[config.mk]
export PLATFORM = sky130hd
export DESIGN_NAME = branch_resolve_queue_flat
export DESIGN_NICKNAME = d
export VERILOG_FILES = /design/src/rtl/branch_resolve_queue_if.sv /design/src/rtl/branch_resolve_queue.sv /design/src/flat_wrapper.sv
export SDC_FILE = /design/constraint.sdc
export NUM_CORES = 1
export LEC_CHECK = 0
export ABC_AREA = 1
export BUFFER_PORTS_ARGS = -buffer_cell sky130_fd_sc_hd__buf_4
export CORE_ASPECT_RATIO = 0.8
export CORE_UTILIZATION = 25
export DETAILED_ROUTE_END_ITERATION = 12
export HOLD_SLACK_MARGIN = 0.15
export SLEW_MARGIN = 20
export SYNTH_ARGS = -nofsm -noshare
export SYNTH_HDL_FRONTEND = slang
export SYNTH_SLANG_ARGS = --single-unit
[constraint.sdc]
create_clock -name clk -period 3.4 [get_ports clk]
set_clock_uncertainty 0.2 [all_clocks]
set_input_delay 0.68 -clock clk [delete_from_list [all_inputs] [get_ports clk]]
set_output_delay 0.68 -clock clk [all_outputs]
set_load 0.01 [all_outputs]
[src/rtl/branch_resolve_queue_if.sv]
// Fetch/predictor/execute-side signal bundle for branch_resolve_queue.
// slave = the queue itself, master = the pipeline/predictor environment driving it.
interface branch_resolve_queue_if #(
    parameter int DEPTH = 4,
    parameter int PC_W  = 32
);
    localparam int CW = $clog2(DEPTH) + 1;

    logic            fetchBranch;
    logic [PC_W-1:0] fetchPc;
    logic            stall;
    logic            predict;
    logic [PC_W-1:0] predictPc;
    logic            prediction;
    logic            predTaken;
    logic            predValid;
    logic            resolveValid;
    logic            resolveTaken;
    logic            flush;
    logic            update;
    logic [PC_W-1:0] updatePc;
    logic            reality;
    logic            mispredict;
    logic [CW-1:0]   count;
    logic            underflow;
    logic [15:0]     branchCount;
    logic [15:0]     mispredictCount;

    modport slave (
        input  fetchBranch, fetchPc, prediction, resolveValid, resolveTaken, flush,
        output stall, predict, predictPc, predTaken, predValid, update, updatePc,
               reality, mispredict, count, underflow, branchCount, mispredictCount
    );

    modport master (
        output fetchBranch, fetchPc, prediction, resolveValid, resolveTaken, flush,
        input  stall, predict, predictPc, predTaken, predValid, update, updatePc,
               reality, mispredict, count, underflow, branchCount, mispredictCount
    );
endinterface

[src/rtl/branch_resolve_queue.sv]
// In-order queue of outstanding GShare predictions, retired by execute-stage resolves.
// Optional macro STATS_EN adds saturating branch/mispredict counters (tied to 0 otherwise).
module branch_resolve_queue #(
    parameter int DEPTH = 4,
    parameter int PC_W  = 32
) (
    input logic                  clk,
    input logic                  reset,
    branch_resolve_queue_if.slave bq
);
    localparam int AW = $clog2(DEPTH);
    localparam int CW = AW + 1;

    logic [PC_W-1:0]  pc_mem [DEPTH];
    logic [DEPTH-1:0] pred_mem;
    logic [AW-1:0]    head;
    logic [AW-1:0]    tail;
    logic [CW-1:0]    count;
    logic             pending;
    logic [PC_W-1:0]  pending_pc;
    logic             update_q;
    logic [PC_W-1:0]  update_pc_q;
    logic             reality_q;
    logic             mispredict_q;
    logic             underflow_q;

    logic             stall;
    logic             predict;
    logic             push;
    logic             pop;
    logic [CW:0]      occupancy;

    // The in-flight request already owns a slot, so it counts toward fullness.
    always_comb begin
        occupancy = {1'b0, count} + {{CW{1'b0}}, pending};
        stall     = occupancy >= (CW+1)'(DEPTH);
        predict   = bq.fetchBranch & ~stall & ~bq.flush;
        push      = pending & ~bq.flush;
        pop       = bq.resolveValid & (count != '0) & ~bq.flush;
    end

    always_ff @(posedge clk) begin
        if (push && !reset) begin
            pc_mem[tail]   <= pending_pc;
            pred_mem[tail] <= bq.prediction;
        end
    end

    always_ff @(posedge clk) begin
        if (reset) begin
            head         <= '0;
            tail         <= '0;
            count        <= '0;
            pending      <= 1'b0;
            pending_pc   <= '0;
            update_q     <= 1'b0;
            update_pc_q  <= '0;
            reality_q    <= 1'b0;
            mispredict_q <= 1'b0;
            underflow_q  <= 1'b0;
        end else if (bq.flush) begin
            head         <= '0;
            tail         <= '0;
            count        <= '0;
            pending      <= 1'b0;
            update_q     <= 1'b0;
            mispredict_q <= 1'b0;
        end else begin
            pending <= predict;
            if (predict)
                pending_pc <= bq.fetchPc;
            if (push)
                tail <= tail + AW'(1);
            if (pop) begin
                head         <= head + AW'(1);
                update_pc_q  <= pc_mem[head];
                reality_q    <= bq.resolveTaken;
                mispredict_q <= bq.resolveTaken != pred_mem[head];
            end else begin
                mispredict_q <= 1'b0;
            end
            update_q <= pop;
            count    <= count + CW'(push) - CW'(pop);
            if (bq.resolveValid && count == '0)
                underflow_q <= 1'b1;
        end
    end

`ifdef STATS_EN
    logic [15:0] branch_cnt;
    logic [15:0] mispredict_cnt;

    // Counts survive flush; only reset clears them.
    always_ff @(posedge clk) begin
        if (reset) begin
            branch_cnt     <= '0;
            mispredict_cnt <= '0;
        end else begin
            if (update_q && branch_cnt != 16'hFFFF)
                branch_cnt <= branch_cnt + 16'd1;
            if (mispredict_q && mispredict_cnt != 16'hFFFF)
                mispredict_cnt <= mispredict_cnt + 16'd1;
        end
    end

    assign bq.branchCount     = branch_cnt;
    assign bq.mispredictCount = mispredict_cnt;
`else
    assign bq.branchCount     = 16'd0;
    assign bq.mispredictCount = 16'd0;
`endif

    assign bq.stall      = stall;
    assign bq.predict    = predict;
    assign bq.predictPc  = bq.fetchPc;
    assign bq.predValid  = pending;
    assign bq.predTaken  = pending & bq.prediction;
    assign bq.update     = update_q;
    assign bq.updatePc   = update_pc_q;
    assign bq.reality    = reality_q;
    assign bq.mispredict = mispredict_q;
    assign bq.count      = count;
    assign bq.underflow  = underflow_q;
endmodule

[src/flat_wrapper.sv]
// flat-port wrapper written by rule: the top's interface ports become plain ports
module branch_resolve_queue_flat 
#(
    parameter int DEPTH = 4,
    parameter int PC_W  = 32
)
  (clk, reset, bq_fetchBranch, bq_fetchPc, bq_prediction, bq_resolveValid, bq_resolveTaken, bq_flush, bq_stall, bq_predict, bq_predictPc, bq_predTaken, bq_predValid, bq_update, bq_updatePc, bq_reality, bq_mispredict, bq_count, bq_underflow, bq_branchCount, bq_mispredictCount);
  branch_resolve_queue_if #(.DEPTH(DEPTH), .PC_W(PC_W)) bq_i ();
  input logic clk;
  input logic reset;
  input wire logic [$bits(bq_i.fetchBranch)-1:0] bq_fetchBranch;
  input wire logic [$bits(bq_i.fetchPc)-1:0] bq_fetchPc;
  input wire logic [$bits(bq_i.prediction)-1:0] bq_prediction;
  input wire logic [$bits(bq_i.resolveValid)-1:0] bq_resolveValid;
  input wire logic [$bits(bq_i.resolveTaken)-1:0] bq_resolveTaken;
  input wire logic [$bits(bq_i.flush)-1:0] bq_flush;
  output wire logic [$bits(bq_i.stall)-1:0] bq_stall;
  output wire logic [$bits(bq_i.predict)-1:0] bq_predict;
  output wire logic [$bits(bq_i.predictPc)-1:0] bq_predictPc;
  output wire logic [$bits(bq_i.predTaken)-1:0] bq_predTaken;
  output wire logic [$bits(bq_i.predValid)-1:0] bq_predValid;
  output wire logic [$bits(bq_i.update)-1:0] bq_update;
  output wire logic [$bits(bq_i.updatePc)-1:0] bq_updatePc;
  output wire logic [$bits(bq_i.reality)-1:0] bq_reality;
  output wire logic [$bits(bq_i.mispredict)-1:0] bq_mispredict;
  output wire logic [$bits(bq_i.count)-1:0] bq_count;
  output wire logic [$bits(bq_i.underflow)-1:0] bq_underflow;
  output wire logic [$bits(bq_i.branchCount)-1:0] bq_branchCount;
  output wire logic [$bits(bq_i.mispredictCount)-1:0] bq_mispredictCount;
  assign bq_i.fetchBranch = bq_fetchBranch;
  assign bq_i.fetchPc = bq_fetchPc;
  assign bq_i.prediction = bq_prediction;
  assign bq_i.resolveValid = bq_resolveValid;
  assign bq_i.resolveTaken = bq_resolveTaken;
  assign bq_i.flush = bq_flush;
  assign bq_stall = bq_i.stall;
  assign bq_predict = bq_i.predict;
  assign bq_predictPc = bq_i.predictPc;
  assign bq_predTaken = bq_i.predTaken;
  assign bq_predValid = bq_i.predValid;
  assign bq_update = bq_i.update;
  assign bq_updatePc = bq_i.updatePc;
  assign bq_reality = bq_i.reality;
  assign bq_mispredict = bq_i.mispredict;
  assign bq_count = bq_i.count;
  assign bq_underflow = bq_i.underflow;
  assign bq_branchCount = bq_i.branchCount;
  assign bq_mispredictCount = bq_i.mispredictCount;
  branch_resolve_queue #(.DEPTH(DEPTH), .PC_W(PC_W)) u_core (.clk(clk), .reset(reset), .bq(bq_i));
endmodule
Word level (Yosys, flattened, before mapping)
Memories as Yosys holds them, arrays and structs flattened. A register that Yosys moved wholly into a read port is not among the register bits. Cells that the tools add are included.

Bits in writable memories: 128. Input port bits: 39. Output and inout bits: 107. Memories kept: 1. Register bits after elaboration: 48.

Order comparisons: 4. Muxes and demuxes: 7. Reductions and logical operators: 11. Eq/ne operators: 1. Bitwise gates (word level): 9. Add/sub/neg operators: 5.

Memory list: u_core.pc_mem (words 4, bits a word 32, rd ports 1, clocked after Yosys merged registers in 1, write ports 1, RTL line branch_resolve_queue.sv:14) `logic [PC_W-1:0] pc_mem [DEPTH];`.

Operators by type and width (count): $and 1x1->1 (6); $lt 2x3->1 const B (2); $reduce_and 2->1 (3); $add 2x1->2 const B (2); $add 3x1->4 (1); $bwmux 4 (1); $ge 4x3->1 const B (1); $mux 1 (4); $add 3x1->3 (1); $logic_and 1x1->1 (3); $logic_not 3->1 (1); $not 1->1 (3); $reduce_bool 3->1 (1); $reduce_or 3->1 (1); $sub 3x1->3 (1); $bmux 1 s2 (1); $demux 1 s2 (1); $ge 2x1->1 const B (1); $reduce_or 2->1 (1); $logic_not 1->1 (1); $ne 1x1->1 (1).

Depth between registers and ports, before layout
Depth in word-level cells: 6. Depth in mapped cells: 11. Mapped depth without buffers: 9.

Least setup slack after synthesis
Ideal clock, no wire load.

Path type: in2reg. Start: input bq_flush. End: memory u_core.pc_mem[0][0] (enable). Setup time: 0.423 ns. Buffers on the path: 0. Cell stages on the path: 3. Arrival time: 2.401 ns. Slack: 0.376 ns. Data required time: 2.777 ns. Cell sequence: nor2_1 nand2_1 nor2_1.

Word-level cells in the longest chain between the ends: 5.

RTL lines: start, declared (RTL line flat_wrapper.sv:16) `input wire logic [$bits(bq_i.flush)-1:0] bq_flush;`; $not 1->1 (RTL line branch_resolve_queue.sv:38) `push = pending & ~bq.flush;`; $and 1x1->1 (RTL line branch_resolve_queue.sv:38); $logic_and 1x1->1 (RTL line branch_resolve_queue.sv:43) `if (push && !reset) begin`; $mux 1 (RTL line branch_resolve_queue.sv:43); $mux 1 (not written as such) (RTL line branch_resolve_queue.sv:44) `pc_mem[tail] <= pending_pc;`; end, declared (RTL line branch_resolve_queue.sv:14).

No other way between the ends.

Final worst setup path
Start: register u_core.count[1], in the netlist u_core.bq.count[1]. End: output bq_stall.

Word-level cells in the longest chain between the ends: 2.

RTL lines: start, declared (RTL line branch_resolve_queue.sv:18) `logic [CW-1:0] count;`; start signal, assigned (RTL line branch_resolve_queue.sv:83) `count <= count + CW'(push) - CW'(pop);`; $add 3x1->4 (RTL line branch_resolve_queue.sv:35) `occupancy = {1'b0, count} + {{CW{1'b0}}, pending};`; $ge 4x3->1 (RTL line branch_resolve_queue.sv:36) `stall = occupancy >= (CW+1)'(DEPTH);`; end, declared (RTL line flat_wrapper.sv:17) `output wire logic [$bits(bq_i.stall)-1:0] bq_stall;`.

No other way between the ends.

==> results.toml <==
[setup_path]
path_buf_inv = 1
critPathKind = "flop to output port"
crit_slowest_cell = "dfxtp_1"
crit_arrival_ns = 2.16
endpoint_kind = "output port"
start_kind = "flop"
critPathMaxStageDelay_ns = 0.47
crit_required_ns = 2.52
worst_path_dominant_cell_family = "simple AND/OR/NAND/NOR gates"
crit_fanout = 17
path_cells = "ha_1 > nand3_2 > nand2_1 > buf_4"

[placement]
place_ws_ns = 0.742
place_area_um2 = 9880
port_buffers = 113
hpwl_mm = 13.3
gp_congestion = 0.727

[hold_path]
hold_path_class = "primary input to flop"

[power]
peakVddDrop_uv = 266
p_leak_uw = 0.00449
p_per_area_nw_per_um2 = 501

[timing]
setup_violations = 0
setup_ws_ns = 0.359
max_freq_mhz = 329
period_share = 0.894
tightestPinTransition_ns = 1.03
slew_violations = 0
hold_violations = 0
setup_tns_ns = 0
max_slew_margin = 0.311
rsz0062_at_grt = "no"
fin_crit_ns = 3.04

[cts]
hold_buffers = 0
clock_latency_ns = 0.49
cts.clk_slew.worst_paths_ns = 0.06
ctsResizeCount = 0
clockBufferDepth = 3
root_buffer = "clkbuf_16"
cts_sinks = 208
cts_tree = "yes"
post-cts-setup-buffers = 0
h-tree-depth = 1
cts-buffers-inserted = 20

[synthesis]
synthFlopType = "edfxtp_1"
synth.top_cell.area_share = 0.445
ys_types = 27
syn_area_um2 = 8900
netlist.top_cell.by_area = "edfxtp_1"
synth_edf_count = 132
synth_compound_gate_area_share = 0.0611
synth.area.top_cells = "edfxtp_1 (45%), dfxtp_1 (17%), nor2_1 (10%)"
async_flop_share = 0
yosys.area_share.simple = 0.178
yosys_register_bits = 208
synth_fa_ha_area_frac = 0.0107
syn_inst = 949
yosysWarningCount = 0
seq_area_frac_synth = 0.616
syn_avg_cell_area_um2 = 9.38
synth_commonest_cells = "nor2_1 (245), edfxtp_1 (132), nand2_1 (108), inv_1 (105), o21ai_0 (101)"
synth_top_family_by_area = "simple AND/OR/NAND/NOR gates"
synth.most_common_cell = "nor2_1"
synthMuxAreaShare = 0
yosys.area_share.xor_xnor = 0.00197

[route]
wl_mm = 20.6
viasPerCell = 3.99
wl_per_cell_um = 13.7
drc_errors = 0
drtIter0Drc = 442
postRouteAntennaNets = 0
firstDrtPassIters = 5
vias = 5987

[layout]
antenna_cells = 0
nNetsFinal = 1062
drive_gt1_frac = 0.179
area_growth_pct = 18.5
design_area_um2 = 10600

[grt]
grt_usage = 0.114
first_global_vias = 5573
grt_max_degree = 70
grt_pass1_wl_mm = 32.0
grt-ovfl-total = 0
antenna_found_initial = 0

[floorplan]
die_area_um2 = 36400
die_w_um = 213
rows = 61
core_um2 = 34900
ios = 146
fp.dieH_um = 171
start_util = 0.255

[run]
max-cap-violations = 0

[outcome]
status = "finished clean"
==> area by class of cell <==
| class | count | area, um2 |
|---|---|---|
| flip-flops and latches | 208 | 5490 |
| clock inverters | 9 | 78.8 |
| fillers | 3647 | 24300 |
| repair buffers | 127 | 966 |
| clock buffers | 27 | 589 |
| well taps | 472 | 591 |
| multi-input cells | 541 | 2400 |
| inverters | 118 | 443 |
==> routing by layer <==
layer	up-vias	wire (um)	track usage	share of wire
met1	2752	9950	0.161	0.48
li1	3061	-	-	-
met5	-	0	0	0
met3	28	1160	0.0268	0.056
met2	146	9170	0.174	0.44
met4	0	339	0.0231	0.016
==> flip-flops by register name (all words and copies together), names as in the netlist <==
name	cells
u_core.pc_mem	128
u_core.bq.updatePc	32
u_core.pending_pc	32
u_core.pred_mem	4
u_core.bq.count	3
u_core.head	2
u_core.tail	2
u_core.bq.mispredict	1
u_core.bq.predValid	1
u_core.bq.reality	1
u_core.bq.underflow	1
u_core.bq.update	1
==> cell families (layout without fill, tap and decap cells) <==
group | count (synthesis) | after routing
simple gates | 392 | 392
buf+inv | 231 | 281
flops | 208 | 208
compound gates | 108 | 108
fa+ha+maj | 7 | 7
xor+xnor | 2 | 2
other cells | 1 | 32
==> worst reg2reg max path, cell delays in order (launching register included) <==
cell     delay (ns)
dfxtp_1        0.49
nor2_1         0.11
nand2_1        0.08
nand2_2        0.26
xnor2_1        0.25
ha_1           0.17
inv_1          0.05
fa_1           0.37
xnor2_1        0.16
nor2_1         0.05
==> power breakdown <==
part / switching (uW) / internal (uW) / total, uW
Clock: 952 / 1300 / 2260
Combinational: 157 / 110 / 267
Sequential: 39.9 / 2720 / 2760
Total: 1150 / 4140 / 5290
==> per-stage QoR <==
step,cells,power [uW],utilization,hold slack [ns]
floorplan,980,3010,-,0.260
global placement,1466,3080,0.283,0.277
detailed placement,1466,3090,0.283,0.284
CTS,1502,5340,0.303,0.171
global route,1502,5490,0.303,0.184
finish,1502,5290,0.303,0.189
==> final timing paths <==
| check | from | end | slack (ns) | depth (start not counted) |
|---|---|---|---|---|
| max | u_core.bq.count[1] | bq_stall | 0.36 | 4 |
| min | reset | u_core.bq.underflow | 0.19 | 2 |
| max reg2reg | u_core.bq.count[0] | u_core.bq.count[2] | 1.11 | 9 |
| min reg2reg | u_core.bq.underflow | u_core.bq.underflow | 0.30 | 2 |
==> layout by cell type, fill, tap and decap left out, drive strengths merged <==
master,netlist,final
o21ai,102,102
edfxtp,132,132
buf,100,127
a21oi,4,4
clkinv,0,7
inv,118,119
or2,1,1
bufinv,0,1
conb,1,32
nand4,33,33
a31oi,1,1
nand2,110,110
nand3,3,3
o211ai,1,1
nor2,245,245
xnor2,2,2
dfxtp,76,76
clkbuf,13,27
ha,6,6
fa,1,1
No activity file was read; power rests on OpenSTA's default activity.
